**src/rtl/rad_reader.sv**
```systemverilog
// rad_reader: host-side bus initiator for the Radboy cartridge mapper (latch write, reset write, 8 bit reads).
// Latency: START accepted at edge k; DONE/RESULT at edge k + 10*(T_SETUP+T_STROBE+T_HOLD).
// Backpressure: none queued; START is ignored while BUSY is high, so the host must wait for DONE.
//
// Ports:
//   CLK, RESET          clock, asynchronous active-high reset
//   START, HV_ON        one-cycle request and the HV enable value written by the latch cycle
//   BUSY, DONE, RESULT  transaction status and the reassembled {nCHARGED, OVF, COUNT[5:0]} byte
//   nCS, nRD, nWR       cartridge chip select and strobes (active low)
//   A15, A14, A13       cartridge address bits
//   DATA_OUT, DATA_OE   DATA pad output value and output enable
//   DATA_IN             DATA pad input
module rad_reader #(
    parameter int T_SETUP  = 2,   // address/data/nCS setup cycles before the strobe (>= 1)
    parameter int T_STROBE = 4,   // cycles the strobe is held low (>= 1)
    parameter int T_HOLD   = 2    // address/data hold cycles after the strobe rises (>= 1)
) (
    input  logic       CLK,
    input  logic       RESET,
    input  logic       START,
    input  logic       HV_ON,
    output logic       BUSY,
    output logic       DONE,
    output logic [7:0] RESULT,
    output logic       nCS,
    output logic       nRD,
    output logic       nWR,
    output logic       A15,
    output logic       A14,
    output logic       A13,
    output logic       DATA_OUT,
    output logic       DATA_OE,
    input  logic       DATA_IN
);

    // The phase counter holds "cycles remaining minus one", so it never needs
    // to represent the largest parameter itself. A width of at least one bit
    // keeps the all-ones-parameter case legal.
    localparam int T_MAX = (T_SETUP > T_STROBE)
                         ? ((T_SETUP > T_HOLD) ? T_SETUP : T_HOLD)
                         : ((T_STROBE > T_HOLD) ? T_STROBE : T_HOLD);
    localparam int CW    = ($clog2(T_MAX) > 0) ? $clog2(T_MAX) : 1;

    localparam logic [CW-1:0] LD_SETUP  = CW'(T_SETUP - 1);
    localparam logic [CW-1:0] LD_STROBE = CW'(T_STROBE - 1);
    localparam logic [CW-1:0] LD_HOLD   = CW'(T_HOLD - 1);

    // Op indices: 0 = latch write, 1 = reset write, 2..9 = single-bit reads.
    localparam logic [3:0] OP_RESET_WR = 4'd1;
    localparam logic [3:0] OP_FIRST_RD = 4'd2;
    localparam logic [3:0] OP_LAST     = 4'd9;

    typedef enum logic [1:0] {
        S_IDLE   = 2'd0,
        S_SETUP  = 2'd1,
        S_STROBE = 2'd2,
        S_HOLD   = 2'd3
    } state_t;

    state_t        r_state;
    logic [3:0]    r_op;
    logic [CW-1:0] r_cnt;
    logic          r_hv;
    logic [7:0]    r_shift;
    logic [7:0]    r_result;
    logic          r_done;

    state_t        w_state_n;
    logic [3:0]    w_op_n;
    logic [CW-1:0] w_cnt_n;
    logic          w_accept;
    logic          w_sample;
    logic          w_finish;
    logic          w_last;

    assign w_last = (r_cnt == '0);

    // ------------------------------------------------------------------
    // Next-state logic: SETUP -> STROBE -> HOLD per op, ten ops in a row.
    // ------------------------------------------------------------------
    always_comb begin
        w_state_n = r_state;
        w_op_n    = r_op;
        w_cnt_n   = r_cnt;
        w_accept  = 1'b0;
        w_sample  = 1'b0;
        w_finish  = 1'b0;

        case (r_state)
            S_IDLE: begin
                if (START) begin
                    w_accept  = 1'b1;
                    w_state_n = S_SETUP;
                    w_op_n    = 4'd0;
                    w_cnt_n   = LD_SETUP;
                end
            end

            S_SETUP: begin
                if (w_last) begin
                    w_state_n = S_STROBE;
                    w_cnt_n   = LD_STROBE;
                end else begin
                    w_cnt_n = r_cnt - 1'b1;
                end
            end

            S_STROBE: begin
                if (w_last) begin
                    // Sample on the final low cycle of nRD: the mapper only
                    // advances its bit index when nRD rises on the next edge.
                    w_sample  = (r_op >= OP_FIRST_RD);
                    w_state_n = S_HOLD;
                    w_cnt_n   = LD_HOLD;
                end else begin
                    w_cnt_n = r_cnt - 1'b1;
                end
            end

            S_HOLD: begin
                if (w_last) begin
                    if (r_op == OP_LAST) begin
                        w_finish  = 1'b1;
                        w_state_n = S_IDLE;
                        w_op_n    = 4'd0;
                        w_cnt_n   = '0;
                    end else begin
                        w_state_n = S_SETUP;
                        w_op_n    = r_op + 4'd1;
                        w_cnt_n   = LD_SETUP;
                    end
                end else begin
                    w_cnt_n = r_cnt - 1'b1;
                end
            end

            default: begin
                w_state_n = S_IDLE;
                w_op_n    = 4'd0;
                w_cnt_n   = '0;
            end
        endcase
    end

    // ------------------------------------------------------------------
    // State and datapath registers.
    // ------------------------------------------------------------------
    always_ff @(posedge CLK or posedge RESET) begin
        if (RESET) begin
            r_state <= S_IDLE;
            r_op    <= 4'd0;
            r_cnt   <= '0;
        end else begin
            r_state <= w_state_n;
            r_op    <= w_op_n;
            r_cnt   <= w_cnt_n;
        end
    end

    always_ff @(posedge CLK or posedge RESET) begin
        if (RESET) begin
            r_hv     <= 1'b0;
            r_shift  <= 8'h00;
            r_result <= 8'h00;
            r_done   <= 1'b0;
        end else begin
            if (w_accept) begin
                r_hv <= HV_ON;
            end
            // Bits arrive LSB first, so shift in at the top: after eight
            // samples the first one has reached bit 0.
            if (w_sample) begin
                r_shift <= {DATA_IN, r_shift[7:1]};
            end
            // RESULT is only replaced at the end of a full transaction, so an
            // aborted run never exposes a partially assembled byte.
            if (w_finish) begin
                r_result <= r_shift;
            end
            r_done <= w_finish;
        end
    end

    // ------------------------------------------------------------------
    // Bus decode. Everything is derived from the async-reset state
    // registers, so RESET releases strobes, nCS and DATA_OE together.
    // ------------------------------------------------------------------
    logic w_busy;
    logic w_write_op;
    logic w_read_op;
    logic w_strobe;

    assign w_busy     = (r_state != S_IDLE);
    assign w_write_op = w_busy && (r_op < OP_FIRST_RD);
    assign w_read_op  = w_busy && (r_op >= OP_FIRST_RD);
    assign w_strobe   = (r_state == S_STROBE);

    assign BUSY     = w_busy;
    assign DONE     = r_done;
    assign RESULT   = r_result;

    assign nWR      = ~(w_strobe && w_write_op);
    assign nRD      = ~(w_strobe && w_read_op);
    assign nCS      = ~w_read_op;

    // Latch write = 000, reset write = 010, reads = 101, idle = 000.
    assign A15      = w_read_op;
    assign A14      = w_busy && (r_op == OP_RESET_WR);
    assign A13      = w_read_op;

    // The reset write drives 0; only the latch write carries HV_ON.
    assign DATA_OE  = w_write_op;
    assign DATA_OUT = w_busy && (r_op == 4'd0) && r_hv;

endmodule

```
**config.mk**
```make
export PLATFORM = sky130hd
export DESIGN_NAME = rad_reader
export DESIGN_NICKNAME = d
export VERILOG_FILES = /design/src/rtl/rad_reader.sv
export SDC_FILE = /design/constraint.sdc
export NUM_CORES = 1
export LEC_CHECK = 0
export CAP_MARGIN = 0
export CORE_ASPECT_RATIO = 0.5
export CORE_UTILIZATION = 40
export DETAILED_ROUTE_END_ITERATION = 7
export HOLD_SLACK_MARGIN = 0.02
export PLACE_DENSITY = 0.73
export SLEW_MARGIN = 20
export SYNTH_ARGS = -nofsm -noshare
export SYNTH_HDL_FRONTEND = slang
export SYNTH_SLANG_ARGS = --single-unit
```
**constraint.sdc**
```tcl
create_clock -name CLK -period 1.9 [get_ports CLK]
set_input_delay 0.475 -clock CLK [delete_from_list [all_inputs] [get_ports CLK]]
set_output_delay 0.475 -clock CLK [all_outputs]
set_load 0.01 [all_outputs]
```
Word-level counts from Yosys, hierarchy flattened
Cells that the tools add are included.

$add $sub $neg: 2. Order comparisons: 2. Eq/ne operators: 9. Multiplexer cells: 21. Bitwise logic cells: 3. Reduce and logical (&&, ||, !) cells: 14.

Operators by type and width (number): one-hot mux 2 bit (4 select lines) (2); two-way mux 2 bit (7); two-way mux 4 bit (3); two-way mux 1 bit (8); inequality test 2 bit (second input constant) (4); one-hot mux 4 bit (2 select lines) (1); logical AND 1 bit (7); adder 4 x 1 -> 4 bit (second input constant) (1); equality test 2 bit (second input constant) (2); equality test 4 x 1 -> 1 bit (second input constant) (1); equality test 4 bit (second input constant) (1); greater-or-equal comparator 4 x 2 -> 1 bit (second input constant) (1); zero test 2 bit (2); zero test 4 bit (1); less-than comparator 4 x 2 -> 1 bit (second input constant) (1); AND reduction 4 bit (1); nonzero test 2 bit (2); NOT 1 bit (3); AND reduction 3 bit (1); equality test 2 x 1 -> 1 bit (second input constant) (1); subtractor 2 x 1 -> 2 bit (second input constant) (1).

Register bits: 26. Bits of input ports: 5. Output and inout port bits: 18. Word-level logic and storage cells: 58.

Depth between registers and ports, before layout
Gate-level depths: netlist (run 1).

Depth after elaboration: 4. Depth in mapped cells: 6. Depth with buffers taken out: 5.

Worst setup path after synthesis (run 1)
Ideal clock, no wire load.

Path kind: reg-to-output. Start point: reg r_state[0]. End point: out DATA_OUT. Arrival time: 1.554 ns. Setup slack: -0.129 ns. Stages on the path, launching flop included: 5. Path buffers: 0. Path through: dfrtp_1 -> inv_1 -> ha_1 -> nor4_1 -> and3_1.

Cells in the longest elaborated chain, start to end: 3.

RTL lines: start: declaration (RTL line 60) `state_t r_state;`; start signal: assignment (RTL line 154) `r_state <= w_state_n;`; nonzero test 2 bit (RTL line 193) `assign w_busy = (r_state != S_IDLE);`; logical AND 1 bit (2 in a row) (RTL line 213) `assign DATA_OUT = w_busy && (r_op == 4'd0) && r_hv;`; end: declaration (RTL line 31) `output logic DATA_OUT,`.

Every way passes these cells.

Final worst setup path (run 1)
Start point: reg r_state[1]. End point: out DATA_OUT.

Same word-level chain as after synthesis.

==> qor_table.md, run 1 <==
| Quantity | Value |
|---|---|
| Overall routing resource usage | 15.3% |
| Capturing element type of the critical path | primary output |
| Switch Pwr | 996 µW |
| Actual slew at the worst max-slew pin | 0.331 ns |
| Average footprint of a synthesized cell | 11.9 µm² |
| Clock latency on the worst-skew pair | 0.27 ns |
| Number of H-tree levels | 1 |
| Footprint of the multi-input gates | 711 µm² |
| Syn_nets | 129 |
| Cell internal pwr | 1810 µW |
| Sequential element share of the synthesized area | 47.3% |
| Iter 0 DRT Violations | 57 |
| Post-DP HPWL | 1860 µm |
| Number of logic stages on the critical path including buffering | 6 |
| Cell family with most CP delay | flip-flops |
| Antenna violations before repair | 0 |
| Routed len/inst | 13.1 µm |
| Worst Hold Class | reg2reg |
| Slowest cell on the critical path | dfrtp_1 |
| Sequence of cells on the critical path | inv_2 -> ha_4 -> nor4_4 -> buf_4 -> and3_4 -> buf_6 |
| # diodes | 0 |
| Switching Fraction | 35.6% |
| Run status | finished, violations left |
| Clock buffer count from CTS | 3 |
| Unrepaired setup endpoints after global routing | true |
| Part of the power in the clock network | 16.3% |
| Core Rows | 14 |
| Post-route worst hold slack | 0.505 ns |
| Clock tree buffer depth | 2 |
| Shortest clock period the worst path allows after layout | 1.93 ns |
| Post-synth EDFFs | 0 |
| Worst clock skew | 0.00632 ns |
| Maximum number of pins on one net before global-route repair | 27 |
| X dimension of the die | 84.9 µm |
| Final standard cell utilization of the core | 59.2% |
| Number of cells after detailed placement | 188 |
| Clock input transition at the sequential cells of the worst setup and hold paths | 0.09 ns |
| Delay of the slowest cell on the worst path | 0.37 ns |
| Worst slew margin relative to its limit | 77.3% |
| Number of primary I/O pins | 23 |
| Share of layout cells above drive strength 1 | 39.7% |
| Data arrival at the endpoint of the critical path | 1.45 ns |
| Length in cells of the worst reg-to-reg path | 7 |
| Cell with the most instances after synthesis | dfrtp_1 |
| CP bufs+invs | 3 |
| Fraction of synthesized cell area taken by the top area cell type | 47.3% |
| Critical path origin | r_state[1]$_DFFE_PP0P_ |
| Area contributors post-synth | dfrtp_1 (47%), mux2_2 (15%), ha_1 (7.3%), inv_1 (2.7%), nand4bb_4 (2.0%) |
| Global-route congestion overflow total | 0 |
| Vias | 1007 |
| Final standard cell count with taps included and fillers excluded | 196 |
| Cell chosen for the clock root | clkbuf_8 |
| Cell count after synthesis | 116 |
| Cts-stage hold buffer count | 0 |
| Vertical extent of the die | 43.5 µm |
| Synth warnings | 0 |
| Number of distinct library cell variants in the gate-level netlist after synthesis | 35 |
| CP Launch Type | register |
| Peak ir drop on the vdd network | 0.427 mV |
| Asr flop ratio synth | 100% |
| Data required time at the worst endpoint | 1.42 ns |
| LEAKAGE | 0.000894 µW |
| Total power density per cell area | 1510 nW/µm² |
| Core outline area | 3140 µm² |
| Hold Vio Cnt, Final | 0 |
| Global-route wire length before repair | 4270 µm |
| Post-synthesis to final-layout area growth | 34.9% |
| Clock tree from TritonCTS | done |
| Count of nets after finishing | 170 |
| Initial standard-cell utilization of the core | 43.9% |
| R2R setup slack | 0.10 ns |
| Cell type with the largest total area after synthesis | dfrtp_1 |
| Launch point of the worst reg-to-reg path | r_state[1]$_DFFE_PP0P_ |
| Via count of the first global-routing pass | 937 |
| Flip-flop and latch count after synthesis | 26 |
| Max cap viols | 0 |
| Detailed-route vias per instance | 5.14 |
| Final slew viol count | 0 |
| Number of I/O port buffers | 22 |
| Most used standard cells in the synthesized netlist | dfrtp_1 (26), mux2_2 (18), inv_1 (10), ha_1 (8) |
| Crit Path Class | reg2out |
| Fmax achieved | 519 MHz |
| Top fanout value on the critical path | 3 |
| # clock sinks | 26 |
| Cell Area, Synth | 1380 µm² |
| Endpoint of the worst setup timing path | DATA_OUT |
| Violated checks | design-rule violations, negative setup slack |
| Top_reg_cell synth | dfrtp_1 |
| Post-layout worst setup margin | -0.0254 ns |
| Final WL | 2560 µm |
| Capture instance of the worst register-to-register path | r_state[0]$_DFFE_PP0P_ |
| Fillers | 249 |
| Global placer's final weighted congestion | 0.804 |
| DRC | 2 |
| Sequential power share | 27.9% |
| Comb pwr share | 55.8% |
| FF+latch area | 652 µm² |
| Period Utilization, post-route | 101% |
| Area of the die | 3690 µm² |
| Final setup violation count | 1 |
| Remaining antenna violation count after routing | 0 |
| Number of detailed-route iterations in the first pass | 6 |
[cell families after synthesis]
logic type,Yosys count,share of synthesized area (%)
compound gates,17,9.10
fa+ha+maj,8,7.28
buf+inv,15,5.10
flops,26,47.3
mux,19,15.5
simple gates,31,15.7
[what timing repair did]
item	CTS	global route
resized for setup	33	11
pin swaps	3	1
endpoints found under the setup margin	9	9
buffers inserted	2	2
[final cells by class]
type                    count  area share (%)
multi-input cells          75            38.3
flip-flops and latches     26            35.1
well taps                  40            2.70
clock inverters             1            1.62
clock buffers               3            2.23
inverters                  10            2.02
repair buffers             41            18.0
[metrics by stage]
step                worst slack, ns  power (µW)  area [µm²]  TNS, ns
global route                -0.0990        2990        1860   -0.200
detailed placement           -0.149        2180        1730   -0.847
floorplan                    0.0786        1600        1380        0
global placement             -0.107        2150        1730   -0.519
finish                      -0.0254        2800        1860  -0.0254
CTS                         -0.0871        2700        1830   -0.138
[registers in the layout (all words and copies together) (netlist names)]
| signal | cells |
|---|---|
| RESULT | 8 |
| r_shift | 8 |
| r_op | 4 |
| r_cnt | 2 |
| r_state | 2 |
| DONE | 1 |
| r_hv | 1 |
[how the worst min path moves through the flow]
stage	startpoint	end	slack (ns)	cells past startpoint
after floorplan	r_hv$_DFFE_PP0P_	r_hv$_DFFE_PP0P_	0.47	1
after global placement	r_shift[0]$_DFFE_PP0P_	r_shift[0]$_DFFE_PP0P_	0.48	1
after detailed placement	r_shift[0]$_DFFE_PP0P_	r_shift[0]$_DFFE_PP0P_	0.49	1
after CTS	r_shift[0]$_DFFE_PP0P_	r_shift[0]$_DFFE_PP0P_	0.51	1
after global routing	RESULT[6]$_DFFE_PP0P_	RESULT[6]$_DFFE_PP0P_	0.53	1
final	r_shift[0]$_DFFE_PP0P_	r_shift[0]$_DFFE_PP0P_	0.51	1
[cells in the final DEF, fill, tap and decap left out, types with 3 or more instances in the layout]
cell,synthesis,routed
dfrtp_1,26,25
buf_4,1,19
mux2_2,18,18
clkdlybuf4s50_1,0,13
inv_1,10,8
ha_1,8,7
nand2_1,5,5
nand2b_1,4,4
o21ai_0,5,4
clkbuf_2,0,4
nand3_1,3,3
nor2b_1,3,3
clkbuf_8,0,3
[per-layer routing]
layer	vias to the layer above	track usage (%)	routed length, µm
li1	489	-	-
met3	3	4.19	112
met4	0	4.07	17
met5	-	0	0
met1	495	19.2	1220
met2	20	26.8	1220
[power by group through the flow]
stage / Sequential (µW) / Combinational [µW] / Clock (µW)
final: 782 / 1560 / 457
after detailed placement: 780 / 1400 / 0
after CTS: 781 / 1440 / 475
after floorplan: 782 / 818 / 0
after global routing: 797 / 1700 / 492
after global placement: 776 / 1370 / 0
No activity file was read; power rests on OpenSTA's default activity.
==> run 2: changes to the inputs <==
--- a/config.mk
+++ b/config.mk
@@ -8,6 +8,7 @@
 export CAP_MARGIN = 0
 export CORE_ASPECT_RATIO = 0.5
 export CORE_UTILIZATION = 40
+export CTS_CLUSTER_SIZE = 16
 export DETAILED_ROUTE_END_ITERATION = 7
 export HOLD_SLACK_MARGIN = 0.02
 export PLACE_DENSITY = 0.73
==> results of run 2 <==
Same layout as run 1: the final DEF is identical, and so are final timing and power.
==> RTL change: new RTL, flow settings as in run 1 <==
Add an input register stage for `START`, `HV_ON` and `DATA_IN`, with the module's reset; this delays them by one clock. Comments in the files are not updated.
--- a/src/rtl/rad_reader.sv
+++ b/src/rtl/rad_reader.sv
@@ -58,4 +58,20 @@
     } state_t;
 
+    logic START_q;
+    logic HV_ON_q;
+    logic DATA_IN_q;
+
+    always_ff @(posedge CLK or posedge RESET) begin
+        if (RESET) begin
+            START_q   <= '0;
+            HV_ON_q   <= '0;
+            DATA_IN_q <= '0;
+        end else begin
+            START_q   <= START;
+            HV_ON_q   <= HV_ON;
+            DATA_IN_q <= DATA_IN;
+        end
+    end
+
     state_t        r_state;
     logic [3:0]    r_op;
@@ -89,5 +105,5 @@
         case (r_state)
             S_IDLE: begin
-                if (START) begin
+                if (START_q) begin
                     w_accept  = 1'b1;
                     w_state_n = S_SETUP;
@@ -166,10 +182,10 @@
         end else begin
             if (w_accept) begin
-                r_hv <= HV_ON;
+                r_hv <= HV_ON_q;
             end
             // Bits arrive LSB first, so shift in at the top: after eight
             // samples the first one has reached bit 0.
             if (w_sample) begin
-                r_shift <= {DATA_IN, r_shift[7:1]};
+                r_shift <= {DATA_IN_q, r_shift[7:1]};
             end
             // RESULT is only replaced at the end of a full transaction, so an
Function: changed (a bounded check fails within 4 cycles, from zero or initial values and one cycle with RESET high).
==> RTL change against run 1 <==
- routed wire length up 11%
- critical path depth down 2
- worst setup slack better by 0.078 ns
- cell area up 4.1%
- synthesized cell count up 1.7%
- sequential cell count up 3
- synthesized area up 3.3%
- power down 1.5%
- largest cell class is now sequential cells
- highest routed layer unchanged
==> RTL change: results (changes against run 1) <==
| Metric | Value |
|---|---|
| Status | `finished, final reports clean` |
| Syn Nets | `131 (+1.6%)` |
| Layout cell share with drive strength beyond 1 | `0.398 (about the same)` |
| CTS H-tree lvls | `2 (+1)` |
| Largest net degree at the start of global routing | `30 (+11%)` |
| First-pass DRT Iterations | `4 (-2)` |
| Skew final | `0.00284 ns (-0.00348 ns)` |
| Worst VDD drop | `633 uV (+48%)` |
| Top cells by area, synth | `dfrtp_1 51%, mux2_2 14%, ha_1 7.0%` |
| Later-pin clock latency in the skew report | `0.28 ns` |
| Clock root cell | `clkbuf_8` |
| Worst path max stage delay | `0.44 ns (+0.07 ns)` |
| Drt initial violations | `28 (-51%)` |
| Final #Nets | `174 (+2.4%)` |
| Worst Hold Launch | `HV_ON_q` |
| FF-to-FF setup slack | `0.10 ns (about the same)` |
| DP HPWL | `1910 um (+2.8%)` |
| Clock Pin Slew Worst Setup and Hold Paths | `0.06 ns (-0.03 ns)` |
| TritonCTS buffer count | `5 (+2)` |
| First-pass GRT wire length | `4830 um (+13%)` |
| Vias | `1042 (+3.5%)` |
| Wirelength per Cell | `13.6 um (+3.8%)` |
| Unique cell type count in the Yosys netlist | `37 (+5.7%)` |
| Initial antenna violation count | `0 (unchanged)` |
| Hold path cells | `1 (unchanged)` |
| WHS Endpoint | `r_hv` |
| Slowest library cell on the worst path | `dfrtp_2` |
| WP data arrival | `1.37 ns (-0.08 ns)` |
| Yosys warns | `0 (unchanged)` |
| Cell count of the worst reg-to-reg path | `6 (-1)` |
| Register area share after synthesis | `0.511 (+0.0379)` |
| Overall routing resource usage | `0.174 (+0.0214)` |
| Fill cell count | `266 (+6.8%)` |
| Routability Congestion | `0.830 (+3.2%)` |
| Post-synth top cells | `29 x dfrtp_1, 18 x mux2_2, 9 x inv_1` |
| R2R Path Start | `r_state[0]` |
| Leak | `0.908 nW (+1.6%)` |
| R2r endpoint | `r_state[0]` |
| Buffers on Ports | `22 (unchanged)` |
| Post-synth ARST share | `1.00 (unchanged)` |
| Ant diodes | `0 (unchanged)` |
| Hold WC Path Type | `reg -> reg` |
| Slew @ Worst Pin | `0.367 ns (+0.0357 ns)` |
## RTL change: where the power goes
group,total [mW],internal (mW),switching [mW]
clock network,0.616,0.380,0.236
registers,0.811,0.722,0.0892
logic,1.33,0.684,0.649
total,2.76,1.79,0.974
## RTL change: critical path, delay by kind of cell, from the launching register on
kind          cells  cell delay, ns
buf+inv           2            0.29
simple gates      2            0.36
flops             1            0.44
## RTL change: final cells by class
class                   instances  share of cell area
flip-flops and latches         29               0.377
multi-input cells              75               0.354
repair buffers                 41               0.166
clock buffers                   5              0.0356
well taps                      48              0.0311
clock inverters                 2              0.0181
inverters                       9              0.0175
## RTL change: how the worst max path moves through the flow
stage / end / depth (start not counted) / startpoint
2_1_floorplan: DATA_OUT / 4 / r_state[0]
6_report: nWR / 4 / r_op[2]
3_3_place_gp: DATA_OUT / 5 / r_state[0]
4_1_cts: DATA_OUT / 5 / r_state[1]
3_5_place_dp: A14 / 5 / r_state[0]
5_1_grt: nWR / 6 / r_state[0]
## RTL change: logic make-up after synthesis
kind of cell	share of synthesized area
buffers and inverters	0.0405
muxes	0.150
adders and majority gates	0.0705
and+or+nand+nor	0.135
DFF	0.511
AOI/OAI and AO/OA	0.0934
## RTL change: per-stage QoR
step	TNS (ns)	instances	setup WS [ns]	hold slack, ns	cell area (um^2)
finish	0	209	0.0524	0.477	1930
global placement	-0.750	199	-0.143	0.458	1800
global route	-0.0415	209	-0.0309	0.498	1930
CTS	-0.0695	209	-0.0500	0.483	1930
detailed placement	-1.02	199	-0.184	0.469	1800
floorplan	0	118	0.0531	0.455	1430
## RTL change: repair_timing
item                                    CTS  global route
pin swaps                                 3             1
setup buffers                             3             0
hold buffers                              0             0
gates resized for setup                  31            11
endpoints found under the setup margin    9             9
## RTL change: layer usage
metal	global-route usage	vias to the layer above	share of wire
met5	0	-	0
met4	0.0800	0	0.015
met3	0.0616	4	0.040
met2	0.275	17	0.48
met1	0.221	515	0.47
li1	-	506	-
